<file path="src/rtl/perm_round_scheduler_if.sv">
// Handshake bundle between the mode controller (master) and the Ascon
// permutation round scheduler (slave).
// Optional feature macro: PERM_ABORT_EN adds the 'abort' request line.
interface perm_round_scheduler_if #(
  parameter int CTR_W = 5
);
  logic             start;
  logic [CTR_W-1:0] rounds_in;
`ifdef PERM_ABORT_EN
  logic             abort;
`endif
  logic             ready;
  logic             busy;
  logic             load;
  logic             round_en;
  logic [CTR_W-1:0] ctr;
  logic [CTR_W-1:0] rounds;
  logic             done;
  logic             err;

  // Mode controller side: issues requests, observes strobes
  modport master (
`ifdef PERM_ABORT_EN
    output abort,
`endif
    output start, rounds_in,
    input  ready, busy, load, round_en, ctr, rounds, done, err
  );

  // Scheduler side: consumes requests, drives datapath strobes
  modport slave (
`ifdef PERM_ABORT_EN
    input  abort,
`endif
    input  start, rounds_in,
    output ready, busy, load, round_en, ctr, rounds, done, err
  );
endinterface

</file>
<file path="src/rtl/perm_round_scheduler.sv">
// Ascon permutation round scheduler.
// Accepts a 6/8/12-round permutation request, then walks the round datapath
// through LOAD, RUN (UNROLL rounds per clock) and a one-cycle DONE pulse.
// Illegal round counts run as 12 rounds and raise a one-cycle err with load.
// Optional feature macro: PERM_ABORT_EN adds an abort input that drops an
// in-flight permutation (LOAD or RUN) back to IDLE without a done pulse.
module perm_round_scheduler #(
  parameter int UNROLL = 1,
  parameter int CTR_W  = 5
) (
  input  logic                  clk,
  input  logic                  rst,
  perm_round_scheduler_if.slave bus
);

  // Reject unsupported configurations at elaboration time.
  generate
    if ((UNROLL != 1) && (UNROLL != 2)) begin : g_bad_unroll
      $error("perm_round_scheduler: UNROLL must be 1 or 2");
    end
    if (CTR_W != 5) begin : g_bad_ctr_w
      $error("perm_round_scheduler: CTR_W must be 5");
    end
  endgenerate

  typedef enum logic [1:0] {
    ST_IDLE = 2'd0,
    ST_LOAD = 2'd1,
    ST_RUN  = 2'd2,
    ST_DONE = 2'd3
  } state_t;

  localparam logic [CTR_W-1:0] RND_6  = 5'd6;
  localparam logic [CTR_W-1:0] RND_8  = 5'd8;
  localparam logic [CTR_W-1:0] RND_12 = 5'd12;
  localparam logic [CTR_W-1:0] ONE    = 5'd1;
  localparam logic [CTR_W-1:0] STEP   = CTR_W'(UNROLL);

  state_t           state_r,    state_nx;
  logic [CTR_W-1:0] ctr_r,      ctr_nx;
  logic [CTR_W-1:0] rounds_r,   rounds_nx;
  logic             load_r,     load_nx;
  logic             round_en_r, round_en_nx;
  logic             done_r,     done_nx;
  logic             err_r,      err_nx;

  logic             abort_s;
  logic             legal_s;
  logic             last_s;

`ifdef PERM_ABORT_EN
  assign abort_s = bus.abort;
`else
  assign abort_s = 1'b0;
`endif

  // Only 6, 8 and 12 are valid Ascon round counts.
  assign legal_s = (bus.rounds_in == RND_6) || (bus.rounds_in == RND_8) ||
                   (bus.rounds_in == RND_12);
  // The final RUN cycle applies the round numbered 'rounds'.
  assign last_s  = ((ctr_r + STEP - ONE) == rounds_r);

  // Next-state and next-output decode; strobes default low, ctr/rounds hold.
  always_comb begin
    state_nx    = state_r;
    ctr_nx      = ctr_r;
    rounds_nx   = rounds_r;
    load_nx     = 1'b0;
    round_en_nx = 1'b0;
    done_nx     = 1'b0;
    err_nx      = 1'b0;
    case (state_r)
      ST_IDLE: begin
        if (bus.start) begin
          state_nx  = ST_LOAD;
          load_nx   = 1'b1;
          ctr_nx    = ONE;
          rounds_nx = legal_s ? bus.rounds_in : RND_12;
          err_nx    = ~legal_s;
        end else begin
          state_nx  = ST_IDLE;
        end
      end
      ST_LOAD: begin
        if (abort_s) begin
          state_nx    = ST_IDLE;
        end else begin
          state_nx    = ST_RUN;
          round_en_nx = 1'b1;
        end
      end
      ST_RUN: begin
        if (abort_s) begin
          state_nx    = ST_IDLE;
        end else if (last_s) begin
          state_nx    = ST_DONE;
          done_nx     = 1'b1;
        end else begin
          state_nx    = ST_RUN;
          round_en_nx = 1'b1;
          ctr_nx      = ctr_r + STEP;
        end
      end
      ST_DONE: begin
        state_nx = ST_IDLE;
      end
      default: begin
        state_nx = ST_IDLE;
      end
    endcase
  end

  // State and registered outputs; reset forces idle values immediately.
  always_ff @(posedge clk or posedge rst) begin
    if (rst) begin
      state_r    <= ST_IDLE;
      ctr_r      <= 5'd0;
      rounds_r   <= RND_12;
      load_r     <= 1'b0;
      round_en_r <= 1'b0;
      done_r     <= 1'b0;
      err_r      <= 1'b0;
    end else begin
      state_r    <= state_nx;
      ctr_r      <= ctr_nx;
      rounds_r   <= rounds_nx;
      load_r     <= load_nx;
      round_en_r <= round_en_nx;
      done_r     <= done_nx;
      err_r      <= err_nx;
    end
  end

  assign bus.ready    = (state_r == ST_IDLE);
  assign bus.busy     = (state_r != ST_IDLE);
  assign bus.load     = load_r;
  assign bus.round_en = round_en_r;
  assign bus.ctr      = ctr_r;
  assign bus.rounds   = rounds_r;
  assign bus.done     = done_r;
  assign bus.err      = err_r;

endmodule

</file>
<file path="src/flat_wrapper.sv">
// flat-port wrapper written by rule: the top's interface ports become plain ports
module perm_round_scheduler_flat 
#(
  parameter int UNROLL = 1,
  parameter int CTR_W  = 5
)
  (clk, rst, bus_start, bus_rounds_in, bus_ready, bus_busy, bus_load, bus_round_en, bus_ctr, bus_rounds, bus_done, bus_err);
  perm_round_scheduler_if #(.CTR_W(CTR_W)) bus_i ();
  input  logic clk;
  input  logic rst;
  input wire logic [$bits(bus_i.start)-1:0] bus_start;
  input wire logic [$bits(bus_i.rounds_in)-1:0] bus_rounds_in;
  output wire logic [$bits(bus_i.ready)-1:0] bus_ready;
  output wire logic [$bits(bus_i.busy)-1:0] bus_busy;
  output wire logic [$bits(bus_i.load)-1:0] bus_load;
  output wire logic [$bits(bus_i.round_en)-1:0] bus_round_en;
  output wire logic [$bits(bus_i.ctr)-1:0] bus_ctr;
  output wire logic [$bits(bus_i.rounds)-1:0] bus_rounds;
  output wire logic [$bits(bus_i.done)-1:0] bus_done;
  output wire logic [$bits(bus_i.err)-1:0] bus_err;
  assign bus_i.start = bus_start;
  assign bus_i.rounds_in = bus_rounds_in;
  assign bus_ready = bus_i.ready;
  assign bus_busy = bus_i.busy;
  assign bus_load = bus_i.load;
  assign bus_round_en = bus_i.round_en;
  assign bus_ctr = bus_i.ctr;
  assign bus_rounds = bus_i.rounds;
  assign bus_done = bus_i.done;
  assign bus_err = bus_i.err;
  perm_round_scheduler #(.UNROLL(UNROLL), .CTR_W(CTR_W)) u_core (.clk(clk), .rst(rst), .bus(bus_i));
endmodule
</file>
<file path="config.mk">
export PLATFORM = sky130hd
export DESIGN_NAME = perm_round_scheduler_flat
export DESIGN_NICKNAME = d
export VERILOG_FILES = /design/src/rtl/perm_round_scheduler_if.sv /design/src/rtl/perm_round_scheduler.sv /design/src/flat_wrapper.sv
export SDC_FILE = /design/constraint.sdc
export NUM_CORES = 1
export LEC_CHECK = 0
export ABC_AREA = 1
export BUFFER_PORTS_ARGS = -buffer_cell sky130_fd_sc_hd__buf_4
export CAP_MARGIN = 20
export CORE_ASPECT_RATIO = 0.7
export CORE_MARGIN = 2
export CORE_UTILIZATION = 40
export DETAILED_ROUTE_END_ITERATION = 16
export PLACE_DENSITY = 0.69
export RECOVER_POWER = 25
export SLEW_MARGIN = 25
export SYNTH_ARGS = -nofsm -noshare
export SYNTH_HDL_FRONTEND = slang
export SYNTH_SLANG_ARGS = --single-unit
</file>
<file path="constraint.sdc">
create_clock -name clk -period 1.8 [get_ports clk]
set_input_delay 0.54 -clock clk [delete_from_list [all_inputs] [get_ports clk]]
set_output_delay 0.54 -clock clk [all_outputs]
set_load 0.01 [all_outputs]
</file>
==> run_results.csv, run 1 <==
group,metric,value,unit
drt,ant_nets,0,
global_route,global_route_wire_length_before_repair,3800,um
drt,detail_route.first_pass.iterations,4,
die,die_w,64.2,um
synth,cell_count_after_synthesis,140,
clock_network,tritoncts,"built",
final_layout,n_antenna_cell,0,
drt,wl_per_cell,11.3,um
synth,yosysUniqueCellTypes,18,
global_route,grt_overflow,0,
clock_network,clkLatencyLatePin,0.28,ns
sta,timing_hold_violations_final,0,
power,total_leakage_power,0.723,nW
worst_setup_path,cp_common_cell,"nand2_1",
min_path,hold_class,"primary input to asynchronous set/reset pin",
synth,netlist_area,0.00101,mm^2
global_route,initial_antenna_violation_count,0,
drt,num_vias,954,
drt,detail_route.vias_per_cell,4.70,
job,max_cap_viol_count,0,
global_route,via_count_of_the_first_global_routing_pass,830,
placement,dpl-instance-area,0.00124,mm^2
die,fp-row-count,15,
die,fp.dieH,46.1,um
clock_network,clkTransAtPathRegs,0.09,ns
sta,actual_transition_at_the_worst_max_transition_pin,0.599,ns
worst_setup_path,critical_path_class,"register to register",
placement,dp.final_hpwl,1820,um
sta,max_slew_violation_count,0,
sta,fin_skew,0.00330,ns
worst_setup_path,timing.critical_path.arrival,1.97,ns
worst_setup_path,timing.rr.start,"u_core.bus.ctr[1]",
placement,gp_routability_congestion,0.882,
power,power-per-cell-area,1580,mW/mm^2
placement,portBuffers,23,
final_layout,final_net_count,184,
die,floorplan.core_area,0.00244,mm^2
worst_setup_path,worst_ep_required_time,2.02,ns
clock_network,ctsRootBufferMaster,"clkbuf_4",
global_route,grt_start_max_net_pins,17,
worst_setup_path,start_kind,"register",
die,die_area,0.00296,mm^2
clock_network,cts_made_buffers,3,
clock_network,holdBufCountCts,0,
sta,layout_min_cycle_time,1.75,ns
sta,finalSetupViolCount,0,
worst_setup_path,critical_path.max_stage_delay,0.46,ns
die,floorplan.initialDensity,41.6,%
outcome,run_status,"completed",
final_layout,final_core_util,53.5,%
drt,drtIter0Drc,43,
drt,drt-total-wl,2290,um
die,design.portCount,24,
final_layout,multi_input_gate_area,532,um^2
synth,ys_ff_latch,16,
sta,fin_worst_hold_slack,0.324,ns
worst_setup_path,worst_r2r_path_depth,12,
worst_setup_path,worst_path_max_delay_cell,"dfrtp_2",
worst_setup_path,timing.reg2reg.setup_slack,0.05,ns
sta,slew_headroom,60.1,%
final_layout,final_cell_area,0.00131,mm^2
synth,yosysWarningCount,0,
final_layout,seqCellArea,405,um^2
final_layout,areaGrowthSynthToFinish,28.7,%
worst_setup_path,critical_path.reg2reg.endpoint,"u_core.bus.ctr[0]",
sta,fmax,571,MHz
drt,drc_errors,0,
worst_setup_path,worstPathMaxFanout,8,
sta,finalCritPeriodShare,97.2,%
synth,avgSynthCellArea,7.25,um^2
worst_setup_path,worstPathCellList,"ha_4 -> nor2_4 -> nand3_1 -> nand2_1 -> nand3_1 -> nand2_1 -> nand2_1 -> nor2_4 -> nand2_4 -> nand2_4 -> nand2_1 -> nand2_1",
synth,synth_seq_area_share,39.7,%
clock_network,htreeDepth,1,
power,fin_total_pwr,2.07,mW
final_layout,layout_cell_share_with_drive_strength_beyond_1,32.0,%
final_layout,n_fill_cell,247,
sta,grt_setup_unrepaired,"true",
clock_network,clock_path_buffers,2,
global_route,grt_usage,17.2,%
power,vdd_drop_max,881,uV
synth,syn_nets,153,
worst_setup_path,cp-end-kind,"register",
clock_network,numClockSinks,16,
==> timing repair <==
action,CTS,global route
endpoints found under the setup margin,7,9
resized for setup,2,7
pin swaps,0,2
buffers inserted,0,1
==> cells in the final DEF, fill, tap and decap left out, types with 2 or more instances in the layout <==
master and count:
ha_1 3, buf_4 27, nand3_1 18, nor2_1 14
o21ai_0 3, dfrtp_2 2, nand2_2 8, ha_4 2
nand4_1 6, o21ai_1 2, clkbuf_4 4, dfstp_2 2
nor2_4 2, nand2_4 2, inv_1 20, inv_2 5
dfrtp_1 12, nand2_1 35
==> Yosys cell counts <==
cell / count / area [um^2]
a21oi_1: 1 / 5.00
ha_1: 5 / 62.6
nor2_1: 14 / 52.6
o21ai_0: 3 / 15.0
dfstp_2: 2 / 52.6
buf_4: 1 / 7.51
inv_2: 4 / 15.0
nand3b_1: 1 / 7.51
o21ai_1: 2 / 10.0
nand2_1: 38 / 143
nand2_2: 5 / 31.3
nand2_4: 2 / 22.5
nand4_1: 6 / 37.5
nor2_4: 2 / 22.5
inv_1: 21 / 78.8
nand3_1: 18 / 90.1
buf_6: 1 / 11.3
dfrtp_1: 14 / 350
==> area by class of cell <==
cell class	count	share of cell area (%)
timing repair buffer	28	16.1
clock buffer	3	1.72
tap	34	3.26
sequential	16	31.0
multi-input combinational	97	40.7
inverter	25	7.18
==> layer usage <==
metal	vias to the layer above	GRT usage [%]	wire, um
li1	493	-	-
met1	427	23.3	1090
met2	32	28.3	1040
met3	2	4.40	154
met4	0	3.83	10
met5	-	0	0
==> cell families (layout without fill, tap and decap cells) <==
logic type	count (synthesis)	count (layout)	share of synthesized area, %
AOI/OAI and AO/OA	6	6	2.96
adders and majority gates	5	5	6.17
buffers and inverters	27	56	11.1
DFF	16	16	39.7
and+or+nand+nor	86	86	40.1
==> critical path, delay by kind of cell (launching register included) <==
family	cells	cell delay, ns
and+or+nand+nor	11	0.96
DFF	1	0.46
adders and majority gates	1	0.28
==> how the worst max path moves through the flow <==
stage / startpoint / slack, ns / to
2_1_floorplan: u_core.bus.ctr[1] / 0.10 / u_core.bus.ctr[1]
3_3_place_gp: u_core.bus.ctr[0] / 0.05 / u_core.bus.ctr[2]
3_5_place_dp: u_core.bus.ctr[0] / -0.03 / u_core.bus.ctr[0]
4_1_cts: u_core.bus.ctr[0] / 0.03 / u_core.bus.ctr[0]
5_1_grt: u_core.bus.ctr[0] / -0.08 / u_core.bus.ctr[0]
6_report: u_core.bus.ctr[1] / 0.05 / u_core.bus.ctr[0]
==> through the flow <==
| step | worst slack (ns) | setup TNS, ns | instances |
|---|---|---|---|
| after floorplan | 0.101 | 0 | 140 |
| after global placement | 0.0493 | 0 | 199 |
| after detailed placement | -0.0310 | -0.161 | 199 |
| after CTS | 0.0276 | 0 | 202 |
| after global routing | -0.0843 | -0.530 | 203 |
| final | 0.0500 | 0 | 203 |
==> registers in the layout, indices dropped and copies added, names as in the netlist <==
| name | flops |
|---|---|
| u_core.bus.ctr | 5 |
| u_core.bus.rounds | 5 |
| u_core.state_r | 2 |
| u_core.bus.done | 1 |
| u_core.bus.err | 1 |
| u_core.bus.load | 1 |
| u_core.bus.round_en | 1 |
==> report_power, final <==
group,internal [mW],switching [mW]
sequential,0.494,0.124
combinational,0.538,0.726
clock,0.0775,0.105
Note: power is estimated with default switching activity, not from simulation.
==> run 2, diff against run 1 <==
clock period = 1.9 ns   (was 1.8 ns; I/O delays follow)
==> run 2 against run 1 <==
Against the previous run:
- clock power rose by 22%
- sequential share of layout area fell by 0.27 points
- first-iteration DRC count decreased by 9.3%
- core utilization rose by 0.46 points
- register-to-register slack better by 0.06 ns
- clock skew down 0.0021 ns
- fmax decreased by 2.1%
- critical path depth rose by 1
- total power shrank 3.4%
- combinational power fell by 6%
- final cell count unchanged
- clock-buffer cell count is 1 higher
- critical endpoint is now u_core.bus.ctr[2]
- highest routed layer unchanged
==> run_results.csv, run 2 (same netlist as run 1, synthesis figures left out) <==
group,metric,value,unit
outcome,run_status,"completed",
clock_network,clkLatencyLatePin,0.28,ns
worst_setup_path,worst_ep_required_time,2.12,ns
global_route,grt_util_met1,22.2,%
job,max_cap_viol_count,0,
sta,least_setup_slack_across_all_paths_after_layout,0.112,ns
drt,drt-total-wl,2240,um
drt,drtIter0Drc,39,
worst_setup_path,worst_r2r_path_depth,13,
global_route,grt_start_max_net_pins,17,
drt,detail_route.first_pass.iterations,4,
global_route,grt_usage,15.8,%
final_layout,final_net_count,183,
final_layout,layout_common_cells,"nand2_1, buf_4, inv_1",
final_layout,layout_cell_share_with_drive_strength_beyond_1,33.1,%
worst_setup_path,timing.critical_path.arrival,2.01,ns
die,die_area,0.00296,mm^2
sta,finalCritPeriodShare,94.1,%
global_route,grt-busiest-layer,"met2",
worst_setup_path,cp-end-kind,"register",
die,floorplan.core_area,0.00244,mm^2
final_layout,areaGrowthSynthToFinish,29.8,%
sta,layout_min_cycle_time,1.79,ns
worst_setup_path,start_kind,"register",
drt,detail_route.vias_per_cell,4.69,
drt,num_vias,952,
clock_network,tritoncts,"built",
global_route,global_route_wire_length_before_repair,3500,um
drt,ant_nets,0,
drt,wl_per_cell,11.0,um
global_route,via_count_of_the_first_global_routing_pass,794,
sta,timing_hold_violations_final,0,
worst_setup_path,worstPathMaxFanout,8,
final_layout,n_antenna_cell,0,
drt,drc_errors,0,
placement,pre_cts_slack,0.0465,ns
die,die_w,64.2,um
placement,gp_routability_congestion,0.914,
placement,dp.final_hpwl,1690,um
sta,fmax,559,MHz
clock_network,htreeDepth,1,
power,power-per-cell-area,1510,mW/mm^2
sta,actual_transition_at_the_worst_max_transition_pin,0.613,ns
clock_network,clkTransAtPathRegs,0.09,ns
clock_network,ctsRootBufferMaster,"clkbuf_4",
final_layout,final_common_cell,"nand2_1",
final_layout,n_fill_cell,240,
global_route,grt_overflow,0,
clock_network,numClockSinks,16,
global_route,groute.layer.met2.usage,24.4,%
die,design.portCount,24,
die,fp.dieH,46.1,um
sta,max_slew_violation_count,0,
clock_network,holdBufCountCts,0,
power,vdd_drop_max,846,uV
placement,portBuffers,23,
clock_network,clock_path_buffers,2,
worst_setup_path,critical_path_class,"register to register",
placement,dp.cells,198,
die,floorplan.initialDensity,41.6,%
global_route,global_route.usage.met3,2.93,%
min_path,hold_class,"primary input to asynchronous set/reset pin",
die,fp-row-count,15,
clock_network,cts_made_buffers,3,
global_route,initial_antenna_violation_count,0,
final_layout,layout.cells.non_filler,203,
sta,slew_headroom,59.1,%
power,total_leakage_power,0.724,nW
sta,fin_skew,0.00121,ns
sta,finalSetupViolCount,0,
run 2: cell count changes in the layout (fill, tap and decap cells not counted):
cell / before / now
clkbuf_8: 0 / 1
nor2_1: 14 / 13
nand2_2: 8 / 9
nor2_2: 0 / 1
nand2_1: 35 / 34
buf_4: 27 / 26
run 2: cell type report:
class | count | area (um^2) | share of cell area, %
Multi-Input combinational cell | 97 | 537 | 40.7
Sequential cell | 16 | 405 | 30.8
Timing Repair Buffer | 27 | 203 | 15.4
Inverter | 25 | 93.8 | 7.12
Tap cell | 34 | 42.5 | 3.23
Clock buffer | 4 | 36.3 | 2.75
run 2: worst paths after layout:
check	from	slack (ns)	endpoint
max	u_core.bus.ctr[0]	0.11	u_core.bus.ctr[2]
min	rst	0.36	u_core.bus.load
max reg2reg	u_core.bus.ctr[0]	0.11	u_core.bus.ctr[2]
min reg2reg	u_core.bus.rounds[0]	0.54	u_core.bus.rounds[0]
max in group asynchronous	rst	1.11	u_core.bus.ctr[1]
min in group clk	u_core.bus.rounds[0]	0.54	u_core.bus.rounds[0]
run 2: where the power goes:
group          total, mW  switching, mW  internal (mW)  leakage [nW]
combinational       1.18          0.678          0.504         0.499
sequential         0.590          0.122          0.468         0.205
clock              0.223          0.106          0.117        0.0210
total               1.99          0.906           1.09         0.724
run 2: critical path: stages, from the launching register on:
cell and delay, ns:
dfrtp_2 0.47, ha_4 0.32, inv_2 0.05, nand2_2 0.05, nand4_1 0.07, nand2_1 0.07
nand2_1 0.06, nor2_2 0.13, nand2_2 0.08, nor2_4 0.14, nand2_4 0.10, nand2_4 0.09
nand2_1 0.05, nand2_1 0.06
run 2: what timing repair did:
item / 4_1_cts / 5_1_grt
endpoints found under the setup margin: 0 / 7
setup buffers: 0 / 1
gates resized for setup: 0 / 11
hold endpoints to repair: 0 / 0
run 2: metrics by stage:
stage	instance area (um^2)	total power, mW	TNS, ns	hold slack (ns)	utilization [%]
after floorplan	1010	1.32	0	0.482	-
after global placement	1230	1.64	0	0.522	50.6
after detailed placement	1230	1.66	0	0.528	50.6
after CTS	1270	1.89	0	0.364	52.1
after global routing	1320	2.18	-0.0177	0.374	54.0
final	1320	1.99	0	0.355	54.0
run 2: routing by layer:
metal	vias to the layer above	wire [um]
met1	429	1130
met3	2	106
met2	28	986
met5	-	0
li1	493	-
met4	0	10
